[src/rtl/mmio_master.sv]
// mmio_master: single-outstanding bridge from the CPU memory stage to the MMIO peripheral bus.
// Latency: MMIO load/store completes in 3 cycles with a registered responder, timeout in TIMEOUT+2 cycles, non-MMIO error in 1 cycle.
// Backpressure: only one access is in flight; cpu_busy is high until the cpu_ready pulse, and cpu_req is ignored while busy.
module mmio_master #(
  parameter logic [15:0] MMIO_BASE = 16'hF000,
  parameter int          TIMEOUT   = 16
) (
  input  logic        clock,
  input  logic        reset_n,
  input  logic        cpu_req,
  input  logic        cpu_we,
  input  logic [15:0] cpu_addr,
  input  logic [7:0]  cpu_wdata,
  output logic        cpu_busy,
  output logic        cpu_ready,
  output logic [7:0]  cpu_rdata,
  output logic        cpu_err,
  output logic        mmio_req,
  output logic        mmio_we,
  output logic [15:0] mmio_addr,
  output logic [7:0]  mmio_data,
  input  logic        mmio_done,
  input  logic [7:0]  mmio_rdata
);

  typedef enum logic [1:0] {
    S_IDLE  = 2'd0,
    S_ISSUE = 2'd1,
    S_WAIT  = 2'd2,
    S_RESP  = 2'd3
  } state_t;

  // Last WAIT count before giving up; the counter never reaches past this value.
  localparam logic [7:0] LP_CNT_LAST = 8'(TIMEOUT - 1);
  localparam logic [7:0] LP_ERR_DATA = 8'hFF;

  state_t      r_state;
  logic [7:0]  r_cnt;
  logic        r_busy;
  logic        r_ready;
  logic [7:0]  r_rdata;
  logic        r_err;
  logic        r_mreq;
  logic        r_mwe;
  logic [15:0] r_maddr;
  logic [7:0]  r_mdata;

  logic        w_is_mmio;
  logic        w_cnt_last;

  assign w_is_mmio  = (cpu_addr >= MMIO_BASE);
  assign w_cnt_last = (r_cnt == LP_CNT_LAST);

  assign cpu_busy  = r_busy;
  assign cpu_ready = r_ready;
  assign cpu_rdata = r_rdata;
  assign cpu_err   = r_err;
  assign mmio_req  = r_mreq;
  assign mmio_we   = r_mwe;
  assign mmio_addr = r_maddr;
  assign mmio_data = r_mdata;

  // Transaction FSM; every output is a register updated alongside the state.
  always_ff @(posedge clock or negedge reset_n) begin
    if (!reset_n) begin
      r_state <= S_IDLE;
      r_cnt   <= 8'd0;
      r_busy  <= 1'b0;
      r_ready <= 1'b0;
      r_rdata <= 8'd0;
      r_err   <= 1'b0;
      r_mreq  <= 1'b0;
      r_mwe   <= 1'b0;
      r_maddr <= 16'd0;
      r_mdata <= 8'd0;
    end else begin
      case (r_state)
        S_IDLE: begin
          if (cpu_req) begin
            r_busy <= 1'b1;
            if (w_is_mmio) begin
              // Bus fields are latched here and held until the next accepted MMIO access.
              r_mwe   <= cpu_we;
              r_maddr <= cpu_addr;
              r_mdata <= cpu_wdata;
              r_mreq  <= 1'b1;
              r_state <= S_ISSUE;
            end else begin
              // Outside the window: fail immediately without touching the bus.
              r_rdata <= LP_ERR_DATA;
              r_err   <= 1'b1;
              r_ready <= 1'b1;
              r_state <= S_RESP;
            end
          end
        end
        S_ISSUE: begin
          r_mreq <= 1'b0;
          r_cnt  <= 8'd0;
          if (mmio_done) begin
            // A combinational responder can answer in the request cycle itself.
            r_rdata <= mmio_rdata;
            r_err   <= 1'b0;
            r_ready <= 1'b1;
            r_state <= S_RESP;
          end else begin
            r_state <= S_WAIT;
          end
        end
        S_WAIT: begin
          if (mmio_done) begin
            r_rdata <= mmio_rdata;
            r_err   <= 1'b0;
            r_ready <= 1'b1;
            r_state <= S_RESP;
          end else if (w_cnt_last) begin
            r_rdata <= LP_ERR_DATA;
            r_err   <= 1'b1;
            r_ready <= 1'b1;
            r_state <= S_RESP;
          end else begin
            r_cnt <= r_cnt + 8'd1;
          end
        end
        S_RESP: begin
          // Completion pulse lasts one cycle; a new request is sampled in the following IDLE.
          r_ready <= 1'b0;
          r_busy  <= 1'b0;
          r_state <= S_IDLE;
        end
        default: begin
          r_state <= S_IDLE;
        end
      endcase
    end
  end

endmodule

[config.mk]
export PLATFORM = sky130hd
export DESIGN_NAME = mmio_master
export DESIGN_NICKNAME = d
export VERILOG_FILES = /design/src/rtl/mmio_master.sv
export SDC_FILE = /design/constraint.sdc
export NUM_CORES = 1
export LEC_CHECK = 0
export CORE_UTILIZATION = 48
export CTS_CLUSTER_SIZE = 25
export DETAILED_ROUTE_END_ITERATION = 8
export PLACE_DENSITY = 0.91
export REMOVE_ABC_BUFFERS = 1
export SKIP_LAST_GASP = 1
export SYNTH_ARGS = -nofsm -noshare
export SYNTH_HDL_FRONTEND = slang
export SYNTH_SLANG_ARGS = --single-unit
[constraint.sdc]
create_clock -name clock -period 5.15 [get_ports clock]
set_input_delay 1.03 -clock clock [delete_from_list [all_inputs] [get_ports clock]]
set_output_delay 1.03 -clock clock [all_outputs]
set_load 0.005 [all_outputs]
Word level (Yosys, flattened, before mapping)
Cells that the tools add are included.
Operators by class
  magnitude comparators: 1
  $add $sub $neg: 1
  reduce and logical (&&, ||, !) cells: 12
  equality and inequality tests: 11
  muxes and demuxes: 29
Operator list (count)
  8-bit 2-to-1 mux: 7
  8-bit one-hot mux with 3 select lines: 1
  16-bit greater-or-equal comparator (second input constant): 1
  8-bit one-hot mux with 2 select lines: 1
  2-bit inequality test (second input constant): 6
  1-bit 2-to-1 mux: 11
  3-bit AND reduction: 3
  8-bit by 1-bit adder with 8-bit output (second input constant): 1
  8-bit by 4-bit equality test with 1-bit output (second input constant): 1
  2-bit 2-to-1 mux: 4
  2-bit one-hot mux with 4 select lines: 1
  2-bit nonzero test: 3
  5-bit AND reduction: 1
  2-bit equality test (second input constant): 2
  1-bit one-hot mux with 2 select lines: 2
  1-bit one-hot mux with 4 select lines: 1
  2-bit AND reduction: 2
  4-bit AND reduction: 1
  3-bit inequality test (second input constant): 1
  1-bit one-hot mux with 3 select lines: 1
  3-bit nonzero test: 1
  2-bit by 1-bit equality test with 1-bit output (second input constant): 1
  2-bit logical NOT: 1
Storage, ports and cells
  logic and storage cells: 64
  output and inout port bits: 37
  flip-flop bits (word level): 47
  bits of input ports: 37

Longest topological paths before layout
  word-level depth: 4
  depth in mapped cells: 8
  mapped depth without buffers: 6

Worst setup path before layout
OpenSTA, ideal clock, no wires.
  path type: input-to-reg
  start: in mmio_done
  end: reg r_err, in the netlist cpu_err
  setup slack: 2974 ps
  stages: 6
  buffers on the path: 2
  arrival time: 2051 ps
  cells stage by stage: nand2b_1 -> buf_6 -> a41o_2 -> nand3_2 -> buf_6 -> mux2_4
On the way
  longest elaborated chain between the ends: 2
  elaborated cells on any way between the ends: 5
RTL lines
  from (decl): line 22  | input logic mmio_done,
  3-bit inequality test (no source line), or another cell as far along
  5-bit AND reduction (no source line) / 1-bit one-hot mux with 3 select lines (equally long branches)
  to (signal assigned): line 71  | r_err <= 1'b0;
  to (signal assigned): line 91  | r_err <= 1'b1;
  to (signal assigned): line 103  | r_err <= 1'b0;
  to (decl): line 42  | logic r_err;
Parallel ways exist; a longest one is shown, timed or not.
A chain may end at the register's enable or synchronous reset.

Final worst setup path
  start: in cpu_addr[14]
  end: reg r_mdata[5], in the netlist mmio_data[5]
On the way
  longest elaborated chain between the ends: 2
RTL lines
  from (decl): line 12  | input logic [15:0] cpu_addr,
  16-bit greater-or-equal comparator: line 51  | assign w_is_mmio = (cpu_addr >= MMIO_BASE);
  3-bit AND reduction (no source line)
  to (signal assigned): line 85  | r_mdata <= cpu_wdata;
  to (decl): line 46  | logic [7:0] r_mdata;
Every way passes these cells.

==> results.md <==
Setup path:
- The arrival time of data at the critical path endpoint is 2.83 ns.
- For flop-to-flop paths, the worst setup slack is 3.07 ns.
- The category of the most critical setup path is input pin to register.
- Traced cell by cell, the critical path runs through clkdlybuf4s50_1 > and4_1 > nand3_2 > mux2_2.
- The path depth of the worst reg2reg path is 4.
- STA classifies the critical path startpoint as an input pin.
- The master of the slowest instance on the critical path is nand3_2.
- At the worst endpoint, the required time is 5.33 ns.
- The launching element of the worst setup path is cpu_addr[14].
- The highest net fanout along the worst path is 26.
- In this run the critical register-to-register path is captured at mmio_data[5].
- The delay of the slowest cell on the worst path is 0.54 ns.
- The launch point of the worst reg-to-reg path is r_state[0].
- Following the worst setup path forward leads to its endpoint at mmio_data[5].
- STA classifies the critical path endpoint as a register.

Die:
- The site row count is 23.
- The overall die height is 68.77 um.
- The I/O pin count is 74.
- The initial core utilization is 0.5163.
- The area of the core is 4144 um2.
- The floorplan die area is 4729 um2.
- The chip width is 68.77 um.

Synthesis:
- During synthesis, Yosys emitted a total of 0 warnings.
- Counting distinct cell types in the post-synthesis netlist gives 35.
- The synthesized netlist occupies a cell area of 2140 um2.
- By area the synthesized netlist is led by dfrtp_1 55%, mux2_2 12%, mux2i_1 6.1%, ha_1 3.5%, a21oi_1 3.0%.
- The area fraction of the dominant cell type after synthesis is 0.5497.
- The share of the Yosys chip area taken by registers is 0.5497.
- For this run, the leading register cell type out of synthesis is dfrtp_1.
- Of all flip-flops after synthesis, the portion carrying an async set or reset was 1.000.
- The synthesized design contains 0 enable-type register cells.
- The register bit total from synthesis is 47.
- The instance count of the mapped netlist is 173.
- Summed over all instances, the cell type with the most area after synthesis is dfrtp_1.
- After synthesis, the mean cell area works out to 12.37 um2.

Timing:
- The number of hold violations in the final report came to 0.
- The relative max-transition margin is 0.3186.
- Setup repair after global routing left no endpoint under its margin.
- The number of max-slew violations in the final report is 0.
- Based on the critical path, the design can be clocked at up to 378.2 MHz.
- Between clock sinks in the finished design, the worst skew comes to 0.005692 ns.
- In the finished design, the share of the clock period the worst path needs comes to 0.5135.
- For the pin with the worst max-slew slack, the measured transition is 1.022 ns.
- The post-route setup TNS is 0 ns.
- The clock period minus worst slack is 2.644 ns.
- Setup violations remaining at the end of the flow were counted as 0.

Clock tree:
- CTS saw 47 sinks.
- The buffer levels on the longest clock path is 2.
- Clock latency on the worst-skew pair, taken at its later pin, is 0.30 ns.
- The quantity of hold-fixing buffers added after cts is 0.
- The post-cts sizing count is 0.
- The cell sitting at the root of the clock tree is a clkbuf_8.
- The CTS buffer count is 5.
- CTS built an H-tree with a depth of 2.
- In this run the post-CTS setup repair buffer count came out at 0.
- The clock tree from TritonCTS is yes.
- Clock-pin slew was measured on the worst setup and hold paths at 0.09 ns.

Pwr:
- The power per cell area is 527.1 nW/um2.
- The cell leakage power is 1.435 nW.
- The maximum ir drop on the vdd rail is 322.0 uV.

Final layout:
- In the final layout, the share of cells above drive strength 1 is 0.1551.
- The diode insertion count for antenna repair is 0.
- The flip-flop and latch area is 1176 um2.
- After the flow finishes, the layout carries non-filler instances totaling 295.
- The filler cells instantiated in the layout total 291.
- The number of nets at the end of the flow is 288.
- The multi-input combinational cell area is 859.6 um2.
- The area growth from synthesis to layout is 38.89%.

Outcome:
- The run finished with clean final reports.

Detailed routing:
- The total number of vias is 1579.
- The detailed-routing iteration count for the pre-antenna-repair pass is 4.
- The routed wire length per instance is 15.78 um.
- The number of DRC markers after the initial detailed-route iteration is 113.
- The count of nets left with antenna violations once routing finished came out at 0.
- In the routed design, unresolved DRC markers number 0.
- The overall routed net length is 4656 um.
- After detailed routing, the number of vias per cell comes to 5.353.

Global routing:
- The first-pass GRT wire length is 6996 um.
- The number of global-route vias before repair is 1439.
- The maximum number of pins on one net before global-route repair is 48.
- The global router's overall resource usage is 0.2036.
- The initial antenna violation count came to 0.
- For this run the aggregate overflow at the end of global routing stands at 0.

Placed design:
- The number of port buffers is 73.
- The number of placed instances, taps included is 288.
- The detailed placer's ending HPWL is 3254 um.
- The routability congestion estimate is 0.8203.

Hold path:
- The worst hold path belongs to the class register to register.

Run:
- The max-capacitance violation count is 0.
[worst min path at each step]
| stage | cells past startpoint | slack [ns] | start | end |
|---|---|---|---|---|
| after floorplan | 1 | 0.46 | mmio_addr[12] | mmio_addr[12] |
| after global placement | 1 | 0.45 | mmio_addr[15] | mmio_addr[15] |
| after detailed placement | 1 | 0.45 | mmio_addr[15] | mmio_addr[15] |
| after CTS | 1 | 0.48 | mmio_addr[15] | mmio_addr[15] |
| after global routing | 1 | 0.50 | mmio_addr[15] | mmio_addr[15] |
| final | 1 | 0.47 | mmio_addr[15] | mmio_addr[15] |
[power breakdown]
group          total, W  internal [W]  switching, W
Sequential     0.000578      0.000502     0.0000754
Combinational  0.000723      0.000418      0.000305
Clock          0.000266      0.000142      0.000124
[placed cells by master, fill, tap and decap left out, types with 2 or more instances in the layout]
master and n:
o31ai_1 2, nor2_1 5, mux2i_1 13, clkdlybuf4s50_1 72
clkbuf_8 5, inv_1 11, nand3_2 2, dfrtp_1 47
ha_1 6, a21oi_1 13, nand3_1 5, o21ai_0 4
nand2b_1 6, mux2_2 23, nand2_1 11
[sequential cells by signal, indices dropped and copies added, names as in the netlist]
signal     count
cpu_busy       1
cpu_err        1
cpu_rdata      8
cpu_ready      1
mmio_addr     16
mmio_data      8
mmio_req       1
mmio_we        1
r_cnt          8
r_state        2
[metrics by stage]
stage | utilization | cell area [um2] | setup WS [ns] | power, W | hold WS, ns
final | 0.7171 | 2972 | 2.506 | 0.001566 | 0.4711
after global placement | 0.6914 | 2865 | 2.242 | 0.001274 | 0.4493
after detailed placement | 0.6914 | 2865 | 2.182 | 0.001304 | 0.4515
after floorplan | - | 2077 | 2.948 | 0.0009577 | 0.4590
after global routing | 0.7171 | 2972 | 2.406 | 0.001668 | 0.5021
after CTS | 0.7171 | 2972 | 2.524 | 0.001575 | 0.4770
[final cells by class]
| cell class | count | share of cell area |
|---|---|---|
| inverters | 11 | 0.01389 |
| clock inverters | 2 | 0.01263 |
| clock buffers | 5 | 0.02316 |
| flip-flops and latches | 47 | 0.3958 |
| multi-input cells | 107 | 0.2893 |
| well taps | 50 | 0.02105 |
| repair buffers | 73 | 0.2442 |
[logic make-up after synthesis]
logic type               share of synthesized area
buffers and inverters                      0.04853
flip-flops                                  0.5497
AO/OA/AOI/OAI                              0.07778
multiplexers                                0.1889
AND/OR/NAND/NOR                             0.1000
adder cells (fa/ha/maj)                    0.03509
[synthesized netlist by cell type, types with 2 or more instances]
cell type / n
nand2b_1: 6
a21oi_1: 13
buf_2: 3
dfrtp_1: 47
inv_1: 11
mux2i_1: 13
o31ai_1: 2
ha_1: 6
buf_6: 2
mux2_2: 23
o21ai_0: 4
nand3_2: 2
nand2_1: 11
nand3_1: 5
nor2_1: 5
[routing by layer]
layer | vias up | GRT usage | share of wire
li1 | 755 | - | -
met1 | 771 | 0.2455 | 0.42
met2 | 47 | 0.3578 | 0.52
met3 | 6 | 0.05263 | 0.046
met4 | 0 | 0.05612 | 0.011
met5 | - | 0 | 0
[worst max-delay path: cells and delay by family]
family                 cells  cell delay [ns]
buffers and inverters      1             0.46
and+or+nand+nor            2             0.84
muxes                      1             0.49
No activity file was read; power rests on OpenSTA's default activity.
